--- src/rtl/warp_launch_ctrl.sv ---
// Warp launch controller: launches N warps one per cycle from a host Start,
// tracks live warps through EXIT decodes, and reports completion to the host.
module warp_launch_ctrl (
    input  logic        clk,
    input  logic        rst_n,
    input  logic        Start_Host_TM,
    input  logic [3:0]  NumWarps_Host_TM,
    input  logic [31:0] StartingPC_Host_TM,
    input  logic        Exit_ID0_TM,
    input  logic        Exit_ID1_TM,
    input  logic [7:0]  Valid_ID0_TM,
    input  logic [7:0]  Valid_ID1_TM,
    output logic [2:0]  WarpID_TM_PC,
    output logic        UpdatePC_TM_PC,
    output logic [31:0] StartingPC_TM_PC,
    output logic [7:0]  ActiveMask_TM,
    output logic        Busy_TM_Host,
    output logic        Done_TM_Host,
    output logic        Error_TM_Host,
    output logic [31:0] CycleCount_TM_Host
);

    typedef enum logic [1:0] {IDLE, LAUNCH, RUN, DONE} state_t;

    state_t      state_q, state_d;
    logic [2:0]  cnt_q, cnt_d;
    logic [3:0]  num_q, num_d;
    logic [31:0] pc_q, pc_d;
    logic [7:0]  mask_q, mask_d;
    logic [31:0] cyc_q, cyc_d;
    logic [2:0]  wid_q, wid_d;
    logic [31:0] pc_out_q, pc_out_d;
    logic        err_q, err_d;
    logic [7:0]  exit_clr;
    logic [31:0] cyc_inc;

    // NOTE: every signal written here gets a default first, so no path
    // through the case statement can leave one unassigned and infer a latch.
    always_comb begin
        state_d  = state_q;
        cnt_d    = cnt_q;
        num_d    = num_q;
        pc_d     = pc_q;
        mask_d   = mask_q;
        cyc_d    = cyc_q;
        wid_d    = wid_q;
        pc_out_d = pc_out_q;
        err_d    = 1'b0;

        exit_clr = ({8{Exit_ID0_TM}} & Valid_ID0_TM) | ({8{Exit_ID1_TM}} & Valid_ID1_TM);
        cyc_inc  = (cyc_q == 32'hFFFF_FFFF) ? cyc_q : cyc_q + 32'd1;

        case (state_q)
            IDLE: begin
                if (Start_Host_TM) begin
                    if (NumWarps_Host_TM != 4'd0 && NumWarps_Host_TM <= 4'd8) begin
                        num_d   = NumWarps_Host_TM;
                        pc_d    = StartingPC_Host_TM;
                        cnt_d   = 3'd0;
                        cyc_d   = 32'd0;
                        state_d = LAUNCH;
                    end else begin
                        err_d = 1'b1;
                    end
                end
            end
            LAUNCH: begin
                // Clear before set: an exit aimed at the warp launching this
                // cycle targets a bit that is not yet live and is dropped.
                mask_d = (mask_q & ~exit_clr) | (8'd1 << cnt_q);
                cnt_d  = cnt_q + 3'd1;
                cyc_d  = cyc_inc;
                if ({1'b0, cnt_q} == num_q - 4'd1) begin
                    state_d = RUN;
                end
            end
            RUN: begin
                mask_d = mask_q & ~exit_clr;
                cyc_d  = cyc_inc;
                if (mask_d == 8'd0) begin
                    state_d = DONE;
                end
            end
            DONE: begin
                state_d = IDLE;
            end
            default: state_d = IDLE;
        endcase

        // PC-init outputs are loaded one cycle ahead so they are registered
        // while UpdatePC is high, and simply hold otherwise.
        if (state_d == LAUNCH) begin
            wid_d    = cnt_d;
            pc_out_d = pc_d;
        end
    end

    // NOTE: sequential state uses non-blocking assignments only, so every
    // flop samples the pre-edge values computed above.
    always_ff @(posedge clk) begin
        if (rst_n) begin
            // rst_n is active-high despite its name.
            state_q  <= IDLE;
            cnt_q    <= 3'd0;
            num_q    <= 4'd0;
            pc_q     <= 32'd0;
            mask_q   <= 8'd0;
            cyc_q    <= 32'd0;
            wid_q    <= 3'd0;
            pc_out_q <= 32'd0;
            err_q    <= 1'b0;
        end else begin
            state_q  <= state_d;
            cnt_q    <= cnt_d;
            num_q    <= num_d;
            pc_q     <= pc_d;
            mask_q   <= mask_d;
            cyc_q    <= cyc_d;
            wid_q    <= wid_d;
            pc_out_q <= pc_out_d;
            err_q    <= err_d;
        end
    end

    assign WarpID_TM_PC       = wid_q;
    assign UpdatePC_TM_PC     = (state_q == LAUNCH);
    assign StartingPC_TM_PC   = pc_out_q;
    assign ActiveMask_TM      = mask_q;
    assign Busy_TM_Host       = (state_q == LAUNCH) || (state_q == RUN);
    assign Done_TM_Host       = (state_q == DONE);
    assign Error_TM_Host      = err_q;
    assign CycleCount_TM_Host = cyc_q;

endmodule

--- config.mk ---
export PLATFORM = sky130hd
export DESIGN_NAME = warp_launch_ctrl
export DESIGN_NICKNAME = d
export VERILOG_FILES = /design/src/rtl/warp_launch_ctrl.sv
export SDC_FILE = /design/constraint.sdc
export NUM_CORES = 1
export LEC_CHECK = 0
export CAP_MARGIN = 0
export CORE_MARGIN = 2
export CORE_UTILIZATION = 40
export DETAILED_ROUTE_END_ITERATION = 7
export GPL_TIMING_DRIVEN = 0
export PLACE_DENSITY_LB_ADDON = 0.12
export RECOVER_POWER = 100
export SYNTH_ARGS = -nofsm -noshare
export SYNTH_HDL_FRONTEND = slang
export SYNTH_SLANG_ARGS = --single-unit
export TNS_END_PERCENT = 100
--- constraint.sdc ---
create_clock -name clk -period 3.1 [get_ports clk]
set_input_delay 0.62 -clock clk [delete_from_list [all_inputs] [get_ports clk]]
set_output_delay 0.62 -clock clk [all_outputs]
set_load 0.01 [all_outputs]
# Yosys cells after proc, flatten, opt, wreduce, memory -nomap -nowiden
# Cells that the tools add are included.
op_classes:
  addsub: 3
  magnitude_cmp: 1
  n_eq_ne: 9
  shifts: 1
  n_mux: 17
  bitwise_logic: 8
  n_reduce_logical: 11
op_table:
  columns: ["cell", "count"]
  rows:
  - ["two-way mux 32 bit", 6]
  - ["one-hot mux 32 bit (2 select lines)", 1]
  - ["adder 32 x 1 -> 32 bit (second input constant)", 1]
  - ["equality test 32 bit (second input constant)", 1]
  - ["AND 8 bit", 3]
  - ["bitwise OR 8 bit", 2]
  - ["one-hot mux 8 bit (2 select lines)", 1]
  - ["zero test 8 bit", 1]
  - ["two-way mux 2 bit", 4]
  - ["inverter 8 bit", 1]
  - ["one-hot mux 2 bit (4 select lines)", 1]
  - ["<< shifter 1 x 3 -> 8 bit (first input constant)", 1]
  - ["two-way mux 3 bit", 2]
  - ["inequality test 2 bit (second input constant)", 3]
  - ["one-hot mux 3 bit (2 select lines)", 1]
  - ["equality test 2 x 1 -> 1 bit (second input constant)", 2]
  - ["equality test 2 bit (second input constant)", 2]
  - ["equality test 3 x 4 -> 1 bit", 1]
  - ["<= comparator 4 bit (second input constant)", 1]
  - ["AND reduction 4 bit", 1]
  - ["nonzero test 2 bit", 2]
  - ["nonzero test 4 bit", 1]
  - ["subtractor 4 x 1 -> 4 bit (second input constant)", 1]
  - ["adder 3 x 1 -> 3 bit (second input constant)", 1]
  - ["8 further kinds", 9]
word_totals:
  register_bits: 117
  input_bits: 57
  output_inout_bits: 79

# Logic depth before layout (Yosys ltp)
depth:
  ltp_word: 8
  depth_mapped: 9
  ltp_nobuf: 8

# Least setup slack after synthesis
# No wires, ideal clock.
synth_path:
  path_type: "reg-to-reg"
  from: "register state_q[1]"
  to: "register cyc_q[6], in the netlist CycleCount_TM_Host[6]"
  setup_ps: 117
  arrival_time_ps: 2143
  t_required_ps: 2983
  slack_ps: 840
  path_stages_with_launch: 10
  n_path_buf: 2
  synth_period_minus_slack_ps: 2260
  path_cell_list: "dfxtp_1 > inv_1 > ha_1 > clkbuf_1 > nand4_1 > nor4_2 > buf_2 > nor3b_1 > xnor2_1 > nor2_1"
synth_between:
  elab_chain_len: 4
synth_lines:
  columns: ["element", "line_no", "rtl"]
  rows:
  - ["start: declaration", "25", "state_t state_q, state_d;"]
  - ["start signal: assignment", "113", "state_q <= state_d;"]
  - ["equality test 2 x 1 -> 1 bit / equality test 2 bit (equally long branches)", "53", "case (state_q)"]
  - ["OR reduction 2 bit (no source line)", null, null]
  - ["inequality test 2 bit (no source line) / nonzero test 2 bit (equally long branches)", null, null]
  - ["AND reduction 4 bit (no source line)", null, null]
  - ["end signal: assignment", "118", "cyc_q <= cyc_d;"]
  - ["end: declaration", "30", "logic [31:0] cyc_q, cyc_d;"]
# Several ways; a longest one is shown, not always the timed one.
# A chain may end at the register's enable or synchronous reset.

# Worst setup path in the final report
layout_path:
  from: "register state_q[1]"
  to: "register cyc_q[5], in the netlist CycleCount_TM_Host[5]"
# Same word-level chain as after synthesis.

==> results.cfg <==
[sta]
hold-worst-slack_ns = 0.453
worst_slew_margin_rel_pct = 55.7
fin_crit_ns = 2.82
post-route-period-util_pct = 91.1
fmax_ghz = 0.354
rsz0062_at_grt = no
setup_viol = 0
tns_ns = 0
tightest_slew_ns = 0.658
clock-skew-final_ns = 0.0156
slew_violations = 0
setup_slack_ns = 0.277
hold_violations = 0

[yosys]
yosysSeqAreaShare_pct = 44.0
synthFlopType = dfxtp_1
synth_top_area_cell = dfxtp_1
syn_area_um2 = 5320
yosys.area_share.adder_pct = 2.82
synth_compound_area_share_pct = 10.1
muxShareOfSynthArea_pct = 9.90
synth_top_family_by_area = simple AND/OR/NAND/NOR gates
syn_area_per_cell_um2 = 9.43
synth_cells = 564
synth_area_leaders = dfxtp_1, mux2_4, nand2_1, nor2b_1, a21oi_1
synth_edf_count = 0
synth.top_cell.area_share_pct = 44.0
yosys.area_share.simple_pct = 24.1
synthXorXnorAreaFrac_pct = 5.27
ys_types = 53
syn_nets = 633
yosysMostFrequentCell = dfxtp_1
synthTopCellsByCount = dfxtp_1, nand2_1, nor2_1
async_flop_share_pct = 0
yosysWarnings = 0
ys_ff_latch = 117

[clock_tree]
cts_resized = 0
cts_htree_levels = 4
cts_setup_buffers = 0
cts_hold_buf = 0
numCtsBuffers = 17
tritoncts = built
ctsLongestPathBuffers = 2
clk_pin_slew_worst_paths_ns = 0.05
cts_sinks = 117
cts-root-buf = clkbuf_16
clock_latency_ns = 0.43

[placed_design]
port_buffers = 132
dp_hpwl_um = 9510
placed_cell_area_um2 = 6860
globalplace.congestion = 0.809
placedCellCount = 872
pre_cts_slack_ns = 0.0544

[die]
io_pins = 136
core_area_um2 = 13100
die_w_um = 119
dieHeight_um = 119
start_util_pct = 40.5
rows = 42
dieArea_um2 = 14200

[global_route]
grt_start_max_net_pins = 17
grt_pass1_wl_um = 21100
grt_use_total_pct = 18.7
antenna_found_initial = 0
grt_pass1_vias = 4411
grt-ovfl-total = 0

[cells_and_area]
multi_input_area_um2 = 2630
fill_cells = 1259
finalInstanceArea_um2 = 7340
fin_cells = 904
drive_gt1_share_pct = 9.34
post-route-util_pct = 55.8
layout.nets = 784
syn2layout_area_growth_pct = 37.9
diodes = 0
seq_area_um2 = 2340

[worst_setup_path]
rr_endpoint = CycleCount_TM_Host[5]$_SDFFE_PP0P_
r2r_start = state_q[1]$_SDFF_PP0_
crit_fanout = 10
endpoint_kind = flop
path_cells = inv_1 > ha_1 > clkbuf_1 > nand4_1 > nor4_1 > buf_2 > nor3_1 > xnor2_1 > nor2_1
cp-start-kind = flop
r2r_setup_slack_ns = 0.28
cp_slowest_cell = nor4_1
required_ns = 3.40
arrival_ns = 3.13
worst-path-buf-inv = 3
path_class = flop to flop
cpLargestDelayFamily = simple AND/OR/NAND/NOR gates
ff2ff_path_depth = 9
critPathMaxStageDelay_ns = 0.64

[run]
drv_cap = 0

[min_path]
hold_depth = 2
holdPathEnd = pc_q[13]$_SDFF_PP0_
hp-class = flop to flop
hp-start = pc_q[13]$_SDFF_PP0_

[run_status]
status = completed

[detailed_routing]
num_vias = 4458
wl_per_cell_um = 14.3
drc = 0
viasPerCell = 4.93
dr.first_iter.drc_count = 197
drt_pass1_iterations = 4
antenna_left = 0
drt-total-wl_um = 12900

[power]
leakagePower_nw = 2.97
powerDensity_nw_per_um2 = 567
p_total_mw = 4.16
peakVddDrop_mv = 0.396
logic make-up after synthesis:
family	count (synthesis)
DFF	117
buffers and inverters	41
AOI/OAI and AO/OA	77
xor gates and xnor gates	32
muxes	37
and+or+nand+nor	248
adders and majority gates	12
layer usage:
| metal | part of all wire, % | GRT usage, % | up-vias |
|---|---|---|---|
| met5 | 0 | 0 | - |
| met4 | 1.2 | 6.62 | 0 |
| met3 | 6.3 | 7.42 | 12 |
| met2 | 49 | 31.4 | 102 |
| met1 | 44 | 21.8 | 2106 |
| li1 | - | - | 2238 |
cell usage in the layout (no fill, tap or decap), drive strengths merged, types with 7 or more instances in the layout:
cell             n
clkbuf          38
xor2            11
ha              12
buf             12
mux2            35
nand2           98
nor4             7
inv             13
nor3             7
xnor2           21
nor2b           36
nor2            50
a21oi           40
a22oi            9
nand4            9
a311oi           8
nand3           13
dlygate4sd3     80
clkdlybuf4s50   52
dfxtp          117
and3             7
registers in the layout (all words and copies together) (netlist names):
name and count:
num_q 4, ActiveMask_TM 8, pc_q 32, state_q 2, Error_TM_Host 1, WarpID_TM_PC 3
cnt_q 3, CycleCount_TM_Host 32, StartingPC_TM_PC 32
worst max-delay path by stage:
stage / from / depth (start not counted) / to / slack [ns]
global placement: NumWarps_Host_TM[0] / 7 / StartingPC_TM_PC[21]$_SDFFE_PP0N_ / 0.08
CTS: state_q[1]$_SDFF_PP0_ / 9 / CycleCount_TM_Host[5]$_SDFFE_PP0P_ / 0.33
global route: state_q[1]$_SDFF_PP0_ / 9 / CycleCount_TM_Host[5]$_SDFFE_PP0P_ / 0.1
detailed placement: NumWarps_Host_TM[0] / 7 / StartingPC_TM_PC[10]$_SDFFE_PP0N_ / 0.05
floorplan: state_q[1]$_SDFF_PP0_ / 9 / CycleCount_TM_Host[6]$_SDFFE_PP0P_ / 0.84
finish: state_q[1]$_SDFF_PP0_ / 9 / CycleCount_TM_Host[5]$_SDFFE_PP0P_ / 0.28
power breakdown:
group | switching, mW | internal (mW) | total, mW
clock network | 0.710 | 1.41 | 2.12
registers | 0.0329 | 1.57 | 1.60
logic | 0.225 | 0.215 | 0.440
total | 0.968 | 3.19 | 4.16
layout make-up:
cell class	instances	share of cell area, %
Buffer	29	1.81
Clock buffer	21	6.41
Clock inverter	11	2.35
Inverter	12	0.614
Multi-Input combinational cell	406	35.9
Sequential cell	117	31.9
Tap cell	176	3.00
Timing Repair Buffer	132	18.0
worst register-to-register path, stage by stage (launching register included):
cell	delay, ns
dfxtp_1	0.37
inv_1	0.10
ha_1	0.35
clkbuf_1	0.38
nand4_1	0.21
nor4_1	0.64
buf_2	0.35
nor3_1	0.10
xnor2_1	0.17
nor2_1	0.06
Power figures use the tool's default switching activity.
